--- config.mk ---
export PLATFORM = sky130hd
export DESIGN_NAME = shift_issue_stage
export DESIGN_NICKNAME = d
export VERILOG_FILES = /design/src/rtl/shift_issue_stage.sv
export SDC_FILE = /design/constraint.sdc
export NUM_CORES = 1
export LEC_CHECK = 0
export CAP_MARGIN = 25
export CORE_ASPECT_RATIO = 0.7
export CORE_UTILIZATION = 41
export DETAILED_ROUTE_END_ITERATION = 6
export GPL_TIMING_DRIVEN = 0
export PLACE_DENSITY = 0.85
export SLEW_MARGIN = 20
export SYNTH_ARGS = -nofsm -noshare
export SYNTH_HDL_FRONTEND = slang
export SYNTH_SLANG_ARGS = --single-unit
export TNS_END_PERCENT = 100
--- constraint.sdc ---
create_clock -name clk -period 4.5 [get_ports clk]
set_input_delay 0.675 -clock clk [delete_from_list [all_inputs] [get_ports clk]]
set_output_delay 0.675 -clock clk [all_outputs]
set_load 0.005 [all_outputs]
--- src/rtl/shift_issue_stage.sv ---
// shift_issue_stage
//
// Issue stage for the R-type shift instructions (SLL/SRL/SRA and the
// variable forms SLLV/SRLV/SRAV). It decodes one instruction at a time and
// loads the operand registers that feed an external barrel shifter. On the
// cycle after that, it captures the shifter's combinational result and then
// holds it until the consumer takes it. An unsupported funct skips the
// shifter and delivers a zero result with the illegal flag set.
//
// Ports
//   clk        rising-edge clock
//   clrn       asynchronous active-low reset
//   in_valid   instruction operands present
//   in_ready   stage can accept an instruction (IDLE only)
//   funct      R-type function field
//   shamt      immediate shift amount
//   rs         register value; rs[4:0] is the variable shift amount
//   rt         value to be shifted
//   sh_d       registered operand to the barrel shifter
//   sh_sa      registered shift amount to the barrel shifter
//   sh_right   registered direction to the shifter (1 = right)
//   sh_arith   registered arithmetic select to the shifter
//   sh_in      combinational result returned by the barrel shifter
//   out_valid  result available (DONE only)
//   out_ready  consumer accepts the result
//   result     registered shift result
//   illegal    held result came from an unsupported funct
//   op_count   count of legal instructions accepted (wraps silently)

module shift_issue_stage (
    input  logic        clk,
    input  logic        clrn,
    input  logic        in_valid,
    output logic        in_ready,
    input  logic [5:0]  funct,
    input  logic [4:0]  shamt,
    input  logic [31:0] rs,
    input  logic [31:0] rt,
    output logic [31:0] sh_d,
    output logic [4:0]  sh_sa,
    output logic        sh_right,
    output logic        sh_arith,
    input  logic [31:0] sh_in,
    output logic        out_valid,
    input  logic        out_ready,
    output logic [31:0] result,
    output logic        illegal,
    output logic [15:0] op_count
);

    // One-hot encoding, so that in_ready and out_valid are plain flop bits.
    typedef enum logic [2:0] {
        StIdle  = 3'b001,
        StShift = 3'b010,
        StDone  = 3'b100
    } state_e;

    state_e      state_q, state_d;
    logic [31:0] sh_d_q, sh_d_d;
    logic [4:0]  sh_sa_q, sh_sa_d;
    logic        sh_right_q, sh_right_d;
    logic        sh_arith_q, sh_arith_d;
    logic [31:0] result_q, result_d;
    logic        illegal_q, illegal_d;
    logic [15:0] op_count_q, op_count_d;

    logic        dec_legal;
    logic        dec_right;
    logic        dec_arith;
    logic        dec_var;
    logic [4:0]  dec_sa;
    logic        accept;

    // Only rs[4:0] is a shift amount; the upper register bits are unused.
    logic        unused_rs_hi;
    assign unused_rs_hi = ^rs[31:5];

    // funct decode
    always_comb begin
        dec_legal = 1'b1;
        dec_right = 1'b0;
        dec_arith = 1'b0;
        dec_var   = 1'b0;
        case (funct)
            6'b000000: ;                                              // SLL
            6'b000010: dec_right = 1'b1;                              // SRL
            6'b000011: begin dec_right = 1'b1; dec_arith = 1'b1; end  // SRA
            6'b000100: dec_var = 1'b1;                                // SLLV
            6'b000110: begin dec_var = 1'b1; dec_right = 1'b1; end    // SRLV
            6'b000111: begin                                          // SRAV
                dec_var   = 1'b1;
                dec_right = 1'b1;
                dec_arith = 1'b1;
            end
            default:   dec_legal = 1'b0;
        endcase
        dec_sa = dec_var ? rs[4:0] : shamt;
    end

    assign accept = (state_q == StIdle) && in_valid;

    // State register
    always_ff @(posedge clk or negedge clrn) begin
        if (!clrn) begin
            state_q <= StIdle;
        end else begin
            state_q <= state_d;
        end
    end

    // Next-state logic
    always_comb begin
        state_d = state_q;
        unique case (state_q)
            StIdle:  if (in_valid) state_d = dec_legal ? StShift : StDone;
            StShift: state_d = StDone;
            StDone:  if (out_ready) state_d = StIdle;
            default: state_d = StIdle;
        endcase
    end

    // Datapath next-state: operands change only on an accept.
    always_comb begin
        sh_d_d     = sh_d_q;
        sh_sa_d    = sh_sa_q;
        sh_right_d = sh_right_q;
        sh_arith_d = sh_arith_q;
        result_d   = result_q;
        illegal_d  = illegal_q;
        op_count_d = op_count_q;
        if (accept) begin
            if (dec_legal) begin
                sh_d_d     = rt;
                sh_sa_d    = dec_sa;
                sh_right_d = dec_right;
                sh_arith_d = dec_arith;
                illegal_d  = 1'b0;
                op_count_d = op_count_q + 16'd1;
            end else begin
                // Shifter operands stay put so its output remains deterministic.
                illegal_d  = 1'b1;
                result_d   = 32'd0;
            end
        end else if (state_q == StShift) begin
            result_d = sh_in;
        end
    end

    // Datapath registers
    always_ff @(posedge clk or negedge clrn) begin
        if (!clrn) begin
            sh_d_q     <= 32'd0;
            sh_sa_q    <= 5'd0;
            sh_right_q <= 1'b0;
            sh_arith_q <= 1'b0;
            result_q   <= 32'd0;
            illegal_q  <= 1'b0;
            op_count_q <= 16'd0;
        end else begin
            sh_d_q     <= sh_d_d;
            sh_sa_q    <= sh_sa_d;
            sh_right_q <= sh_right_d;
            sh_arith_q <= sh_arith_d;
            result_q   <= result_d;
            illegal_q  <= illegal_d;
            op_count_q <= op_count_d;
        end
    end

    // Outputs: every one is a flop bit or flop word, no input feeds through.
    always_comb begin
        in_ready  = state_q[0];
        out_valid = state_q[2];
        sh_d      = sh_d_q;
        sh_sa     = sh_sa_q;
        sh_right  = sh_right_q;
        sh_arith  = sh_arith_q;
        result    = result_q;
        illegal   = illegal_q;
        op_count  = op_count_q;
    end

endmodule

==> results of run 1 <==
[power groups by stage]
stage	combinational (W)	sequential (W)	clock (W)
after floorplan	0.000192	0.00114	0
after global placement	0.000723	0.00112	0
after detailed placement	0.000741	0.00113	0
after CTS	0.000746	0.00112	0.000890
after global routing	0.000798	0.00115	0.000923
final	0.000737	0.00112	0.000872
[metal layers]
| layer | part of all wire, % | GRT usage [%] | vias to the layer above |
|---|---|---|---|
| met5 | 0 | 0 | - |
| met4 | 0.95 | 5.53 | 0 |
| met3 | 5.5 | 6.07 | 10 |
| met2 | 48 | 35.2 | 85 |
| met1 | 45 | 27.8 | 1464 |
| li1 | - | - | 1440 |
[per-stage QoR]
step	util (%)	setup TNS (ns)	area [um^2]	std cells	worst slack, ns
2_1_floorplan	-	0	3560	319	2.59
3_3_place_gp	64.3	-37.23	5430	611	-0.420
3_5_place_dp	64.6	0	5450	612	1.72
4_1_cts	68.7	0	5800	628	2.03
5_1_grt	68.7	0	5800	628	1.92
6_report	68.7	0	5800	628	2.06
[registers in the layout, indices dropped and copies added, names as in the netlist]
register,count
sh_arith,1
result,32
op_count,16
sh_right,1
illegal,1
state_q,3
sh_d,32
sh_sa,5
[worst max-delay path: stages]
cell,delay [ns]
clkdlybuf4s50_1,0.43
nor3_1,0.44
nand3_1,0.43
inv_2,0.30
buf_2,0.28
nand2_1,0.08
nand2_1,0.07
[how the worst min path moves through the flow]
stage | startpoint | endpoint | slack (ns) | depth (start not counted)
4_1_cts | clrn | result[11]$_DFFE_PN0P_ | 0.29 | 1
6_report | clrn | result[25]$_DFFE_PN0P_ | 0.28 | 1
2_1_floorplan | clrn | illegal$_DFFE_PN0P_ | 0.38 | 0
3_5_place_dp | sh_d[21]$_DFFE_PN0P_ | sh_d[21]$_DFFE_PN0P_ | 0.46 | 2
3_3_place_gp | sh_d[6]$_DFFE_PN0P_ | sh_d[6]$_DFFE_PN0P_ | 0.46 | 2
5_1_grt | clrn | result[25]$_DFFE_PN0P_ | 0.31 | 1
[area by class of cell]
cell class | count | area share [%]
well taps | 120 | 2.59
inverters | 3 | 0.194
clock inverters | 7 | 2.14
flip-flops and latches | 91 | 39.3
clock buffers | 9 | 3.88
plain buffers | 14 | 1.08
multi-input cells | 211 | 20.7
repair buffers | 173 | 30.1
[synth_stat cells, drive strengths merged]
library cell  number  area (um^2)
a21oi              3         15.0
a22o              32          280
a31oi              1         6.26
and2               2         12.5
and3               1         6.26
and4bb             1         12.5
buf                9         43.8
clkbuf             5         18.8
dfrtp             90         2250
dfstp              1         26.3
ha                 1         12.5
inv                3         11.3
mux2i              5         50.1
nand2            111          417
nand2b             1         6.26
nand3             10         50.1
nand3b             1         7.51
nand4              3         18.8
nand4bb            1         11.3
nor2               5         18.8
nor2b              2         12.5
nor3               3         20.0
nor3b              2         15.0
nor4               2         42.5
o21ai              6         30.0
o21bai             1         7.51
or3                1         11.3
or3b               1         8.76
xnor2             14          123
xor2               1         8.76
[logic make-up (layout without fill, tap and decap cells)]
family | Yosys count | in the layout | synth area share (%)
AOI/OAI and AO/OA | 43 | 43 | 9.54
xor gates and xnor gates | 15 | 15 | 3.69
adders and majority gates | 1 | 1 | 0.352
buffers and inverters | 17 | 206 | 2.08
DFF | 91 | 91 | 64.1
muxes | 5 | 5 | 1.41
and+or+nand+nor | 147 | 147 | 18.9
[layout by cell type, fill, tap and decap left out, types with 2 or more instances in the layout]
cell / count
a21oi_1: 3
a22o_1: 32
and2_1: 2
buf_2: 8
bufinv_16: 3
clkbuf_1: 5
clkbuf_16: 9
clkdlybuf4s50_1: 171
dfrtp_1: 90
inv_1: 2
inv_6: 2
mux2i_1: 5
nand2_1: 111
nand3_1: 10
nand4_1: 3
nor2_1: 5
nor2b_1: 2
nor3_1: 2
nor3b_1: 2
nor4_4: 2
o21ai_1: 5
xnor2_1: 14
==> impl_metrics.json, run 1 <==
{
  "fin_total_pwr_w": 0.00273,
  "p_seq_share_pct": 41.0,
  "rows": 28,
  "htreeDepth": 3,
  "die_y_um": 79.9,
  "ant_nets": 0,
  "rr_worst_depth": 6,
  "syn-mean-instance-area_um2": 11.1,
  "hpwlAfterDp_um": 6910,
  "p_leak_nw": 2.64,
  "cp_data_required_time_ns": 4.77,
  "slew_headroom_pct": 45.4,
  "synth-seq-cells": 91,
  "port-buffer-count": 172,
  "swShare_pct": 26.0,
  "syn_area_um2": 3560,
  "dieArea_um2": 9060,
  "numCtsBuffers": 9,
  "overflow": 0,
  "io_pins": 201,
  "clkTransAtPathRegs_ns": 0.07,
  "clock-sinks": 91,
  "gp_congestion": 0.744,
  "worst_pin_slew_ns": 0.817,
  "multi_input_area_um2": 1200,
  "synth-seq-area-share_pct": 64.1,
  "area_growth_syn_to_layout_pct": 63.2,
  "syn_nets": 431,
  "crit_start": "funct[5]",
  "via_per_inst": 4.78,
  "ir_drop_mv": 0.333,
  "finalCritPeriodShare_pct": 54.1,
  "grt_pass1_vias": 2998,
  "grtUsageTotal_pct": 21.3,
  "hold_viol_final": 0,
  "holdWs_ns": 0.283,
  "firstDrtPassIters": 5,
  "drtIter0Drc": 138,
  "finalSetupViolCount": 0,
  "cp-end-kind": "register",
  "rsz0062_at_grt": "false",
  "max_cap_violations": 0,
  "avgRoutedWirePerCell_um": 15.1,
  "hold_path_class": "in -> async",
  "r2r_start": "state_q[0]$_DFFE_PN1P_",
  "status": "completed",
  "nets": 615,
  "post_cts_resize_count": 0,
  "regArea_um2": 2280,
  "synthDistinctLibCells": 34,
  "cts-root-buf": "clkbuf_16",
  "switching_power_w": 0.000709,
  "cts_tree": "done",
  "die_w_um": 113,
  "wirelength_um": 9450,
  "power.density_nw_per_um2": 470,
  "diodes": 0,
  "start_util_pct": 42.1,
  "fillers": 658,
  "internal-power_w": 0.00202,
  "cp.arrival_ns": 2.70,
  "synthCells": 319,
  "crit_path_start_kind": "input port",
  "reg2reg_to": "sh_d[30]$_DFFE_PN0P_",
  "postCtsSetupBuffers": 0,
  "antenna_found_initial": 0,
  "clock_path_buffers": 2,
  "grt_max_degree": 59,
  "cts_hold_buf": 0,
  "grt_pass1_wl_um": 14900,
  "post-route-min-period_ns": 2.44,
  "drc": 0,
  "core_um2": 8440,
  "crit_path_end": "sh_d[30]$_DFFE_PN0P_",
  "fmax_mhz": 411,
  "drv_slew": 0,
  "pwr-share-clk_pct": 32.0,
  "critPathMaxFanout": 10,
  "yosys_warnings": 0,
  "critPathKind": "in -> reg",
  "combPwrFrac_pct": 27.0,
  "drive_above_1_share_pct": 6.30,
  "rrSetupSlack_ns": 2.52,
  "vias": 2999,
  "clock_latency_ns": 0.33,
  "skew_ns": 0.00247
}
(Power assumes the default switching activity.)
==> inputs of run 2 (changes only) <==
--- a/config.mk
+++ b/config.mk
@@ -7,10 +7,10 @@
 export LEC_CHECK = 0
 export CAP_MARGIN = 25
 export CORE_ASPECT_RATIO = 0.7
-export CORE_UTILIZATION = 41
+export CORE_UTILIZATION = 35
 export DETAILED_ROUTE_END_ITERATION = 6
 export GPL_TIMING_DRIVEN = 0
-export PLACE_DENSITY = 0.85
+export PLACE_DENSITY = 0.77
 export SLEW_MARGIN = 20
 export SYNTH_ARGS = -nofsm -noshare
 export SYNTH_HDL_FRONTEND = slang
==> constraint.sdc (replaced) <==
create_clock -name clk -period 2.09 [get_ports clk]
set_input_delay 0.3135 -clock clk [delete_from_list [all_inputs] [get_ports clk]]
set_output_delay 0.3135 -clock clk [all_outputs]
set_load 0.005 [all_outputs]
==> impl_metrics.json, run 2 (synthesized netlist as in run 1, its figures left out) <==
{
  "status": "completed",
  "whs_path_depth": 3,
  "critPathKind": "in -> reg",
  "slew_headroom_pct": 60.9,
  "core_um2": 9800,
  "io_pins": 201,
  "ant_nets": 0,
  "skew_ns": 0.00576,
  "switching_power_w": 0.00146,
  "p_seq_share_pct": 43.3,
  "diodes": 0,
  "vias": 3049,
  "avgRoutedWirePerCell_um": 14.9,
  "worst_pin_slew_ns": 0.586,
  "rrSetupSlack_ns": 0.24,
  "start_util_pct": 36.3,
  "grt_pass1_vias": 3115,
  "finalSetupViolCount": 0,
  "fmax_mhz": 527,
  "grtUsageTotal_pct": 18.4,
  "drtIter0Drc": 104,
  "post-route-min-period_ns": 1.90,
  "nets": 616,
  "power.density_nw_per_um2": 966,
  "cp-end-kind": "register",
  "swShare_pct": 26.2,
  "clock-sinks": 91,
  "numCtsBuffers": 9,
  "final_common_cell": "clkdlybuf4s50_1",
  "rr_worst_depth": 4,
  "finalCritPeriodShare_pct": 90.8,
  "drive_above_1_share_pct": 6.11,
  "fin_util_pct": 58.9,
  "cp_data_required_time_ns": 2.36,
  "htreeDepth": 3,
  "reg2reg_to": "op_count[15]$_DFFE_PN0P_",
  "rows": 30,
  "whs_endpoint": "sh_sa[4]$_DFFE_PN0P_",
  "cp.arrival_ns": 2.16,
  "rsz0062_at_grt": "false",
  "gp_congestion": 0.761,
  "internal-power_w": 0.00411,
  "max_cap_violations": 0,
  "port-buffer-count": 172,
  "clock_path_buffers": 2,
  "hold_path_class": "in -> reg",
  "r2r_start": "state_q[0]$_DFFE_PN1P_",
  "die_w_um": 122,
  "pwr-share-clk_pct": 28.2,
  "cts_tree": "done",
  "ir_drop_mv": 0.541,
  "drc": 0,
  "clkTransAtPathRegs_ns": 0.06,
  "combPwrFrac_pct": 28.5,
  "hp-start": "funct[2]",
  "grt_pass1_wl_um": 15000,
  "final_cell_mix": "clkdlybuf4s50_1 (171), nand2_1 (111), dfrtp_1 (90)",
  "overflow": 0,
  "die_y_um": 86.3,
  "hpwlAfterDp_um": 6980,
  "cts-root-buf": "clkbuf_16",
  "p_leak_nw": 2.62,
  "postCtsSetupBuffers": 0,
  "holdWs_ns": 0.474,
  "area_growth_syn_to_layout_pct": 62.1,
  "drv_slew": 0,
  "via_per_inst": 4.80,
  "clock_latency_ns": 0.33,
  "fillers": 837,
  "dieArea_um2": 10600,
  "critPathMaxFanout": 10,
  "firstDrtPassIters": 4,
  "grt_max_degree": 49,
  "antenna_found_initial": 0,
  "hold_viol_final": 0,
  "wirelength_um": 9460,
  "crit_path_start_kind": "input port"
}
==> run 2: cell count changes in the layout (fill, tap and decap cells not counted), sizes merged <==
cell / delta
bufinv: -2
clkbuf: +2
inv: -2
clkinv: +1
clkinvlp: -1
dlygate4sd3: +1
==> run 2: how the worst max path moves through the flow <==
| stage | from | to | slack [ns] | cells past startpoint |
|---|---|---|---|---|
| 6_report | funct[5] | sh_d[6]$_DFFE_PN0P_ | 0.19 | 7 |
| 5_1_grt | funct[5] | sh_d[11]$_DFFE_PN0P_ | 0.03 | 7 |
| 4_1_cts | funct[5] | sh_d[24]$_DFFE_PN0P_ | 0.05 | 7 |
| 3_5_place_dp | funct[5] | sh_d[22]$_DFFE_PN0P_ | -0.31 | 7 |
| 3_3_place_gp | clrn | sh_d[15]$_DFFE_PN0P_ | -2.55 | 1 |
| 2_1_floorplan | state_q[0]$_DFFE_PN1P_ | op_count[15]$_DFFE_PN0P_ | 0.46 | 4 |
==> run 2: stage by stage <==
stage	TNS (ns)	setup slack (ns)	total power (W)	cells	area, um^2
finish	0	0.193	0.00557	635	5770
detailed placement	-11.49	-0.309	0.00403	620	5460
global placement	-239.54	-2.55	0.00397	619	5440
CTS	0	0.0451	0.00564	635	5760
floorplan	0	0.455	0.00287	319	3560
global route	0	0.0252	0.00588	635	5770
==> run 2: what timing repair did <==
item / 4_1_cts / 5_1_grt
setup endpoints to repair: 0 / 59
endpoints found under the hold margin: 22 / 0
resized for setup: 0 / 2
hold buffers: 1 / 0
==> run 2: metal layers <==
layer | vias to the layer above | GRT usage [%] | wire length, um
li1 | 1434 | - | -
met1 | 1493 | 23.5 | 4320
met2 | 104 | 29.3 | 4380
met3 | 18 | 5.53 | 546
met4 | 0 | 7.10 | 215
met5 | - | 0 | 0
==> run 2: final cells by class <==
cell class                 instances  area, um^2  share of cell area, %
clock buffer                      11         243                   4.21
inverter                           3        11.3                  0.195
clock inverter                     3        40.0                  0.694
multi-input combinational        211        1210                   21.1
sequential                        91        2280                   39.5
tap                              128         160                   2.78
buffer                            14        62.6                   1.09
timing repair buffer             174        1760                   30.5
==> run 2: worst max-delay path, stage by stage <==
cell	delay (ns)
clkdlybuf4s50_1	0.43
nor3_1	0.46
nand3_2	0.33
inv_2	0.23
buf_2	0.25
nand2_1	0.08
nand2_1	0.06
==> run 2: power by group through the flow <==
| stage | sequential (W) | clock (W) | combinational, W |
|---|---|---|---|
| final | 0.00241 | 0.00157 | 0.00159 |
| after global routing | 0.00247 | 0.00169 | 0.00172 |
| after CTS | 0.00241 | 0.00162 | 0.00161 |
| after detailed placement | 0.00243 | 0 | 0.00160 |
| after global placement | 0.00242 | 0 | 0.00155 |
| after floorplan | 0.00245 | 0 | 0.000414 |
